## src/rtl/euler_frame_tx.sv

```systemverilog
// rtl/euler_frame_tx.sv - Euler sample to UART byte-frame serialiser
// Frames one yaw/roll/pitch sample per strobe; holds one latest-wins pending sample.
module euler_frame_tx #(
  parameter logic [7:0] START_BYTE       = 8'h53,
  parameter logic [7:0] END_BYTE         = 8'h0A,
  parameter bit         INCLUDE_CHECKSUM = 1'b1,
  parameter int         TX_TIMEOUT_CLKS  = 4096
) (
  input  logic        i_Clk,
  input  logic        i_Rst,
  input  logic        i_Sample_Valid,
  input  logic [15:0] i_Yaw,
  input  logic [15:0] i_Roll,
  input  logic [15:0] i_Pitch,
  output logic [7:0]  o_TX_Byte,
  output logic        o_TX_DV,
  input  logic        i_TX_Active,
  input  logic        i_TX_Done,
  output logic        o_Busy,
  output logic        o_Frame_Done,
  output logic [7:0]  o_Overrun_Count,
  output logic        o_Error
);

  localparam logic [3:0] LAST_IDX = INCLUDE_CHECKSUM ? 4'd8 : 4'd7;
  localparam int TW = $clog2(TX_TIMEOUT_CLKS + 1);
  localparam logic [TW-1:0] TMO_LAST = TW'(TX_TIMEOUT_CLKS - 1);

  typedef enum logic [1:0] {IDLE, SEND, WAIT_DONE} state_t;

  state_t        state, state_nxt;
  logic [47:0]   frame_q, frame_nxt;    // {yaw, roll, pitch}
  logic [47:0]   pend_q, pend_nxt;
  logic          pend_vld_q, pend_vld_nxt;
  logic [3:0]    idx_q, idx_nxt;
  logic [TW-1:0] tmo_q, tmo_nxt;
  logic [7:0]    byte_nxt;
  logic          dv_nxt, fdone_nxt, err_nxt;
  logic [7:0]    ovr_nxt;
  logic          ovr_inc, stash;
  logic [7:0]    chk, cur_byte;
  logic [47:0]   sample;

  assign sample = {i_Yaw, i_Roll, i_Pitch};
  assign chk    = frame_q[47:40] ^ frame_q[39:32] ^ frame_q[31:24] ^
                  frame_q[23:16] ^ frame_q[15:8]  ^ frame_q[7:0];
  assign o_Busy = (state != IDLE);

  always_comb begin
    case (idx_q)
      4'd0:    cur_byte = START_BYTE;
      4'd1:    cur_byte = frame_q[47:40];
      4'd2:    cur_byte = frame_q[39:32];
      4'd3:    cur_byte = frame_q[31:24];
      4'd4:    cur_byte = frame_q[23:16];
      4'd5:    cur_byte = frame_q[15:8];
      4'd6:    cur_byte = frame_q[7:0];
      4'd7:    cur_byte = INCLUDE_CHECKSUM ? chk : END_BYTE;
      default: cur_byte = END_BYTE;
    endcase
  end

  always_comb begin
    state_nxt    = state;
    frame_nxt    = frame_q;
    pend_nxt     = pend_q;
    pend_vld_nxt = pend_vld_q;
    idx_nxt      = idx_q;
    tmo_nxt      = tmo_q;
    byte_nxt     = o_TX_Byte;
    dv_nxt       = 1'b0;
    fdone_nxt    = 1'b0;
    err_nxt      = o_Error;
    ovr_inc      = 1'b0;
    stash        = 1'b0;

    case (state)
      IDLE: begin
        if (i_Sample_Valid) begin
          frame_nxt = sample;
          idx_nxt   = 4'd0;
          state_nxt = SEND;
        end else if (pend_vld_q) begin
          frame_nxt    = pend_q;
          pend_vld_nxt = 1'b0;
          idx_nxt      = 4'd0;
          state_nxt    = SEND;
        end
      end
      SEND: begin
        stash = i_Sample_Valid;
        if (!i_TX_Active) begin
          byte_nxt  = cur_byte;
          dv_nxt    = 1'b1;
          tmo_nxt   = '0;
          state_nxt = WAIT_DONE;
        end
      end
      WAIT_DONE: begin
        tmo_nxt = tmo_q + 1'b1;
        if (i_TX_Done) begin
          if (idx_q < LAST_IDX) begin
            stash     = i_Sample_Valid;
            idx_nxt   = idx_q + 4'd1;
            state_nxt = SEND;
          end else begin
            // Frame boundary: a fresh strobe beats the pending sample.
            fdone_nxt = 1'b1;
            idx_nxt   = 4'd0;
            if (i_Sample_Valid) begin
              frame_nxt = sample;
              state_nxt = SEND;
              if (pend_vld_q) begin
                pend_vld_nxt = 1'b0;
                ovr_inc      = 1'b1;
              end
            end else if (pend_vld_q) begin
              frame_nxt    = pend_q;
              pend_vld_nxt = 1'b0;
              state_nxt    = SEND;
            end else begin
              state_nxt = IDLE;
            end
          end
        end else begin
          stash = i_Sample_Valid;
          if (tmo_q == TMO_LAST) begin
            err_nxt   = 1'b1;
            idx_nxt   = 4'd0;
            state_nxt = IDLE;
          end
        end
      end
      default: state_nxt = IDLE;
    endcase

    if (stash) begin
      pend_nxt     = sample;
      pend_vld_nxt = 1'b1;
      if (pend_vld_q) ovr_inc = 1'b1;
    end

    ovr_nxt = (ovr_inc && (o_Overrun_Count != 8'hFF)) ? o_Overrun_Count + 8'd1
                                                      : o_Overrun_Count;
  end

  always_ff @(posedge i_Clk or posedge i_Rst) begin
    if (i_Rst) begin
      state           <= IDLE;
      frame_q         <= '0;
      pend_q          <= '0;
      pend_vld_q      <= 1'b0;
      idx_q           <= '0;
      tmo_q           <= '0;
      o_TX_Byte       <= '0;
      o_TX_DV         <= 1'b0;
      o_Frame_Done    <= 1'b0;
      o_Overrun_Count <= '0;
      o_Error         <= 1'b0;
    end else begin
      state           <= state_nxt;
      frame_q         <= frame_nxt;
      pend_q          <= pend_nxt;
      pend_vld_q      <= pend_vld_nxt;
      idx_q           <= idx_nxt;
      tmo_q           <= tmo_nxt;
      o_TX_Byte       <= byte_nxt;
      o_TX_DV         <= dv_nxt;
      o_Frame_Done    <= fdone_nxt;
      o_Overrun_Count <= ovr_nxt;
      o_Error         <= err_nxt;
    end
  end

endmodule

```

## config.mk

```make
export PLATFORM = sky130hd
export DESIGN_NAME = euler_frame_tx
export DESIGN_NICKNAME = d
export VERILOG_FILES = /design/src/rtl/euler_frame_tx.sv
export SDC_FILE = /design/constraint.sdc
export NUM_CORES = 1
export LEC_CHECK = 0
export ABC_AREA = 0
export CAP_MARGIN = 30
export CORE_UTILIZATION = 45
export CTS_CLUSTER_DIAMETER = 60
export DETAILED_ROUTE_END_ITERATION = 10
export GPL_TIMING_DRIVEN = 0
export PLACE_DENSITY = 0.65
export SLEW_MARGIN = 20
export SYNTH_ARGS = -nofsm -noshare
export SYNTH_HDL_FRONTEND = slang
export SYNTH_SLANG_ARGS = --single-unit
export TNS_END_PERCENT = 5
```

## constraint.sdc

```tcl
create_clock -name i_Clk -period 5.3 [get_ports i_Clk]
set_input_delay 0.53 -clock i_Clk [delete_from_list [all_inputs] [get_ports i_Clk]]
set_output_delay 0.53 -clock i_Clk [all_outputs]
set_load 0.02 [all_outputs]
```

==> results of run 1 <==
critical path: stages (launching register included):
cell	delay, ps
dfrtp_1	400
inv_1	90
ha_1	290
a21boi_0	170
o211ai_1	570
buf_2	370
buf_2	330
mux2_2	370
where the power goes:
part	total [mW]	switching, mW	internal, mW	leakage [nW]
clock	1.30	0.451	0.845	0.309
combinational	1.99	0.993	0.998	1.60
sequential	1.87	0.388	1.48	1.63
Yosys cell counts (all sizes together) (3+ instances only):
cell      n  share of area (%)
a21oi    60                4.5
a222oi    7                1.0
a22oi     7               0.78
a31oi     5               0.47
a32oi     3               0.39
and3      7               0.65
buf      17                1.2
clkbuf   16               0.89
dfrtp   135                 50
ha       11                2.0
inv      10               0.56
mux2     54                9.1
mux2i    52                7.8
nand2    23                1.3
nand3    10               0.82
nand4     3               0.28
nor2     62                3.5
nor2b     3               0.28
nor3      6               0.52
nor3b     4               0.45
nor4      5               0.47
o21ai    13               0.97
o311ai    3               0.39
o31ai     3               0.34
or3       4               0.37
xnor2    36                4.7
xor2     14                1.8
how the worst min path moves through the flow:
stage,end,cells past startpoint
after global routing,o_Overrun_Count[6]$_DFFE_PP0P_,1
after floorplan,pend_q[13]$_DFFE_PP0P_,1
final,o_Error$_DFFE_PP0P_,1
after global placement,o_Error$_DFFE_PP0P_,1
after CTS,o_Error$_DFFE_PP0P_,1
after detailed placement,o_Error$_DFFE_PP0P_,1
per-stage QoR:
stage,cell area [sq um],setup slack (ps)
after floorplan,6714,1159
after global placement,7655,-713.0
after detailed placement,7690,2255
after CTS,8334,2558
after global routing,8334,2430
final,8334,2581
kinds of logic (layout without fill, tap and decap cells):
logic type / after synthesis / after routing / share of synthesized area (%)
AO/OA/AOI/OAI: 119 / 119 / 11.13
buffers and inverters: 44 / 148 / 2.702
flip-flops: 135 / 135 / 50.32
multiplexers: 106 / 106 / 16.81
AND/OR/NAND/NOR: 140 / 140 / 10.14
adder cells (fa/ha/maj): 11 / 11 / 2.050
XOR/XNOR: 51 / 51 / 6.858
registers in the layout, indices dropped and copies added, names as in the netlist, 2 cells and up:
signal / cells
frame_q: 48
pend_q: 48
tmo_q: 13
o_Overrun_Count: 8
o_TX_Byte: 8
idx_q: 4
state: 2
metal layers:
layer	global-route usage, %	vias up	part of all wire (%)	wire length [um]
met5	0	-	0	0
met4	7.961	0	1.9	299
met3	5.586	18	4.4	709
met2	36.77	138	49	7854
met1	28.27	2486	45	7168
li1	-	2364	-	-
final cells by class:
class	instances	area share, %
Clock buffer	19	5.315
Buffer	33	1.681
Clock inverter	13	2.417
Sequential cell	135	40.53
Multi-Input combinational cell	427	37.85
Inverter	11	0.5855
Tap cell	184	2.762
Timing Repair Buffer	72	8.858
==> flow_summary.toml, run 1 <==
[placement]
dp.cells = 862
place.gp.congestion = 0.8757
portBuffers = 71
dpl.hpwl_um = 11410

[clocking]
clk_pin_slew_ps = 60
cts_setup_buffers = 0
cts_max_path_buffers = 2
cts_sinks = 135
root_buffer = "clkbuf_16"
htree_num_levels = 4
cts_tree = "built"
cts_buffers = 17
cts_hold_buf = 0
cts_resized = 0
clkLatencyLatePin_ps = 420

[yosys]
synth-seq-area-share_pct = 50.32
syn_nets = 670
synth_area_per_cell_sq_um = 11.08
ys_ff_latch = 135
yosysUniqueCellTypes = 61
synthArstFlopShare_pct = 100.0
netlist_area_sq_mm = 0.006714
postSynth.topFlopCell = "dfrtp_1"
yosysWarnings = 0
synthCells = 606
synth_edf_count = 0

[worst_setup_path]
endpoint_kind = "flip-flop"
reg2reg_setup_slack_ps = 2580
critPathLaunch = "state[0]$_DFFE_PP0P_"
critical_path_class = "reg -> reg"
r2r-start = "state[0]$_DFFE_PP0P_"
r2r_end = "pend_q[47]$_DFFE_PP0P_"
crit_arrival_ps = 3020
cp-endpoint = "pend_q[47]$_DFFE_PP0P_"
crit_path_max_fanout = 10
start_kind = "flip-flop"
reg2reg_depth = 7
crit_required_ps = 5600

[layout]
fin_cells = 894
multi_input_area_sq_mm = 0.003154
final_common_cell = "dfrtp_1"
final_nets = 761
syn2layout_area_growth_pct = 24.13
postLayoutCoreUtil_pct = 57.34
layout_common_cells = "dfrtp_1 (135), clkdlybuf4s50_1 (71), nor2_1 (62)"
drive_gt1_share_pct = 14.51
seq_area_sq_mm = 0.003378
fillers = 1254
antenna_cells = 0

[floorplanning]
dieArea_sq_mm = 0.01541
die_y_um = 124.1
pin_count = 73
die_x_um = 124.1
initial_core_util_pct = 46.19
coreArea_sq_mm = 0.01453
row_count = 44

[global_route]
grt.overflow.total = 0
grt_pass1_vias = 5053
grt_max_degree = 72
track_usage_pct = 22.29
grt_antenna_before_repair = 0
grt_pass1_wl_um = 25470

[timing]
fin_hold_ws_ps = 475.2
setup_violations = 0
drv_slew = 0
grt_setup_unrepaired = "no"
worst_slew_pin_slew_ps = 794.2
fmax_mhz = 367.7
setup_tns_ps = 0
fin_skew_ps = 5.725
relSlewSlack_pct = 46.64
hold_viol = 0
final.period_utilization_pct = 51.31
period_minus_slack_ps = 2719

[hold_path]
min_from = "o_Error$_DFFE_PP0P_"
hold_path_class = "reg -> reg"

[detailed_routing]
first_pass_iters = 6
drt_iter0_markers = 325
vias_per_cell = 5.600
num_vias = 5006
drt-total-wl_um = 16030
wl_per_cell_um = 17.93
postRouteAntennaNets = 0
drc = 0

[run_status]
outcome = "complete, no violations"

[flow_run]
cap_violations = 0

[power]
peakVddDrop_uv = 333.8
power_mw = 5.156
p_per_area_mw_per_mm2 = 618.6
p_leak_nw = 3.540
Note: power is estimated with default switching activity, not from simulation.
==> run 2, diff against run 1 <==
Clock period 5.3 ns to 2.8 ns, I/O delays scaled along.
==> flow_summary.toml, run 2 (synthesis gave the netlist of run 1 again) <==
[clocking]
clk_pin_slew_ps = 60
root_buffer = "clkbuf_16"
cts_max_path_buffers = 2
htree_num_levels = 4
clkLatencyLatePin_ps = 430
cts_tree = "built"
cts_sinks = 135
cts_buffers = 17

[power]
p_per_area_mw_per_mm2 = 1153
peakVddDrop_uv = 584.2
p_leak_nw = 3.564

[detailed_routing]
vias_per_cell = 5.537
wl_per_cell_um = 17.57
postRouteAntennaNets = 0
drt-total-wl_um = 15790
first_pass_iters = 5
drt_iter0_markers = 444
drc = 0
num_vias = 4978

[layout]
postLayoutCoreUtil_pct = 57.75
antenna_cells = 0
drive_gt1_share_pct = 15.10
syn2layout_area_growth_pct = 25.01
design_area_sq_mm = 0.008393
layout_common_cells = "dfrtp_1 (135), clkdlybuf4s50_1 (71), nor2_1 (62)"
fillers = 1261
final_nets = 766
reg_top3 = "frame_q (48), pend_q (48), tmo_q (13)"
final_common_cell = "dfrtp_1"
fin_cells = 899

[global_route]
grt_pass1_vias = 4956
grt.overflow.total = 0
track_usage_pct = 22.32
grt_antenna_before_repair = 0
grt_pass1_wl_um = 25600
grt_max_degree = 35

[timing]
fin_skew_ps = 11.73
worst_slew_pin_slew_ps = 708.3
fmax_mhz = 389.6
hold_viol = 0
final.period_utilization_pct = 91.67
period_minus_slack_ps = 2567
drv_slew = 0
setup_violations = 0
relSlewSlack_pct = 52.78
grt_setup_unrepaired = "no"
fin_hold_ws_ps = 246.3

[worst_setup_path]
crit_required_ps = 3080
crit_arrival_ps = 2850
reg2reg_setup_slack_ps = 230
critical_path_class = "reg -> reg"
endpoint_kind = "flip-flop"
start_kind = "flip-flop"
crit_path_max_fanout = 10

[floorplanning]
pin_count = 73
row_count = 44
initial_core_util_pct = 46.19
die_x_um = 124.1
die_y_um = 124.1
coreArea_sq_mm = 0.01453
dieArea_sq_mm = 0.01541

[placement]
place.gp.congestion = 0.8636
placed_area_sq_mm = 0.007746
dpl.hpwl_um = 11400
dp.cells = 865
portBuffers = 71

[hold_path]
hold_path_class = "in -> async"

[flow_run]
cap_violations = 0

[run_status]
outcome = "complete, no violations"
[run 2: metal layers]
| metal | vias to the layer above | share of wire (%) | global-route usage (%) |
|---|---|---|---|
| met1 | 2448 | 45 | 28.91 |
| met2 | 136 | 48 | 36.22 |
| met4 | 0 | 1.7 | 7.961 |
| met5 | - | 0 | 0 |
| met3 | 17 | 4.7 | 5.495 |
| li1 | 2377 | - | - |
[run 2: timing repair]
item,CTS,global route
setup endpoints to repair,9,0
gates resized for setup,0,0
setup buffers,2,0
hold buffers,0,0
[run 2: per-stage QoR]
step,power (mW),setup TNS (ps),setup slack [ps]
after floorplan,6.204,0,798.5
after global placement,7.132,-50330,-378.7
after detailed placement,7.290,-810.2,-98.53
after CTS,9.735,0,240.0
after global routing,10.32,0,16.44
final,9.681,0,233.1
[run 2: where the power goes]
part | internal [mW] | total, mW | switching, mW
logic | 1.91 | 3.77 | 1.86
clock network | 1.53 | 2.38 | 0.851
registers | 2.80 | 3.53 | 0.727
[run 2: critical path, cell delays in order (launching register included)]
cell and delay (ps):
dfrtp_1 420, inv_1 130, ha_1 310, and3_1 220, o22a_1 140, clkbuf_1 350
buf_2 340, buf_1 390, a21oi_1 130
[run 2: path summary, 6_finish.rpt]
check / to / startpoint / cells past startpoint
max: frame_q[30]$_DFFE_PP0P_ / state[0]$_DFFE_PP0P_ / 8
min: frame_q[0]$_DFFE_PP0P_ / i_Rst / 2
max reg2reg: frame_q[30]$_DFFE_PP0P_ / state[0]$_DFFE_PP0P_ / 8
min reg2reg: o_Error$_DFFE_PP0P_ / o_Error$_DFFE_PP0P_ / 1
max in group asynchronous: frame_q[32]$_DFFE_PP0P_ / i_Rst / 4
min in group i_Clk: o_Error$_DFFE_PP0P_ / o_Error$_DFFE_PP0P_ / 1
[run 2: cell type report]
cell class	instances	area (sq um)	area share [%]
multi-input cells	427	3154	37.58
well taps	184	230.2	2.743
flip-flops and latches	135	3378	40.25
clock buffers	20	456.7	5.441
inverters	11	45.04	0.5367
clock inverters	12	175.2	2.087
plain buffers	33	140.1	1.670
repair buffers	77	813.3	9.690
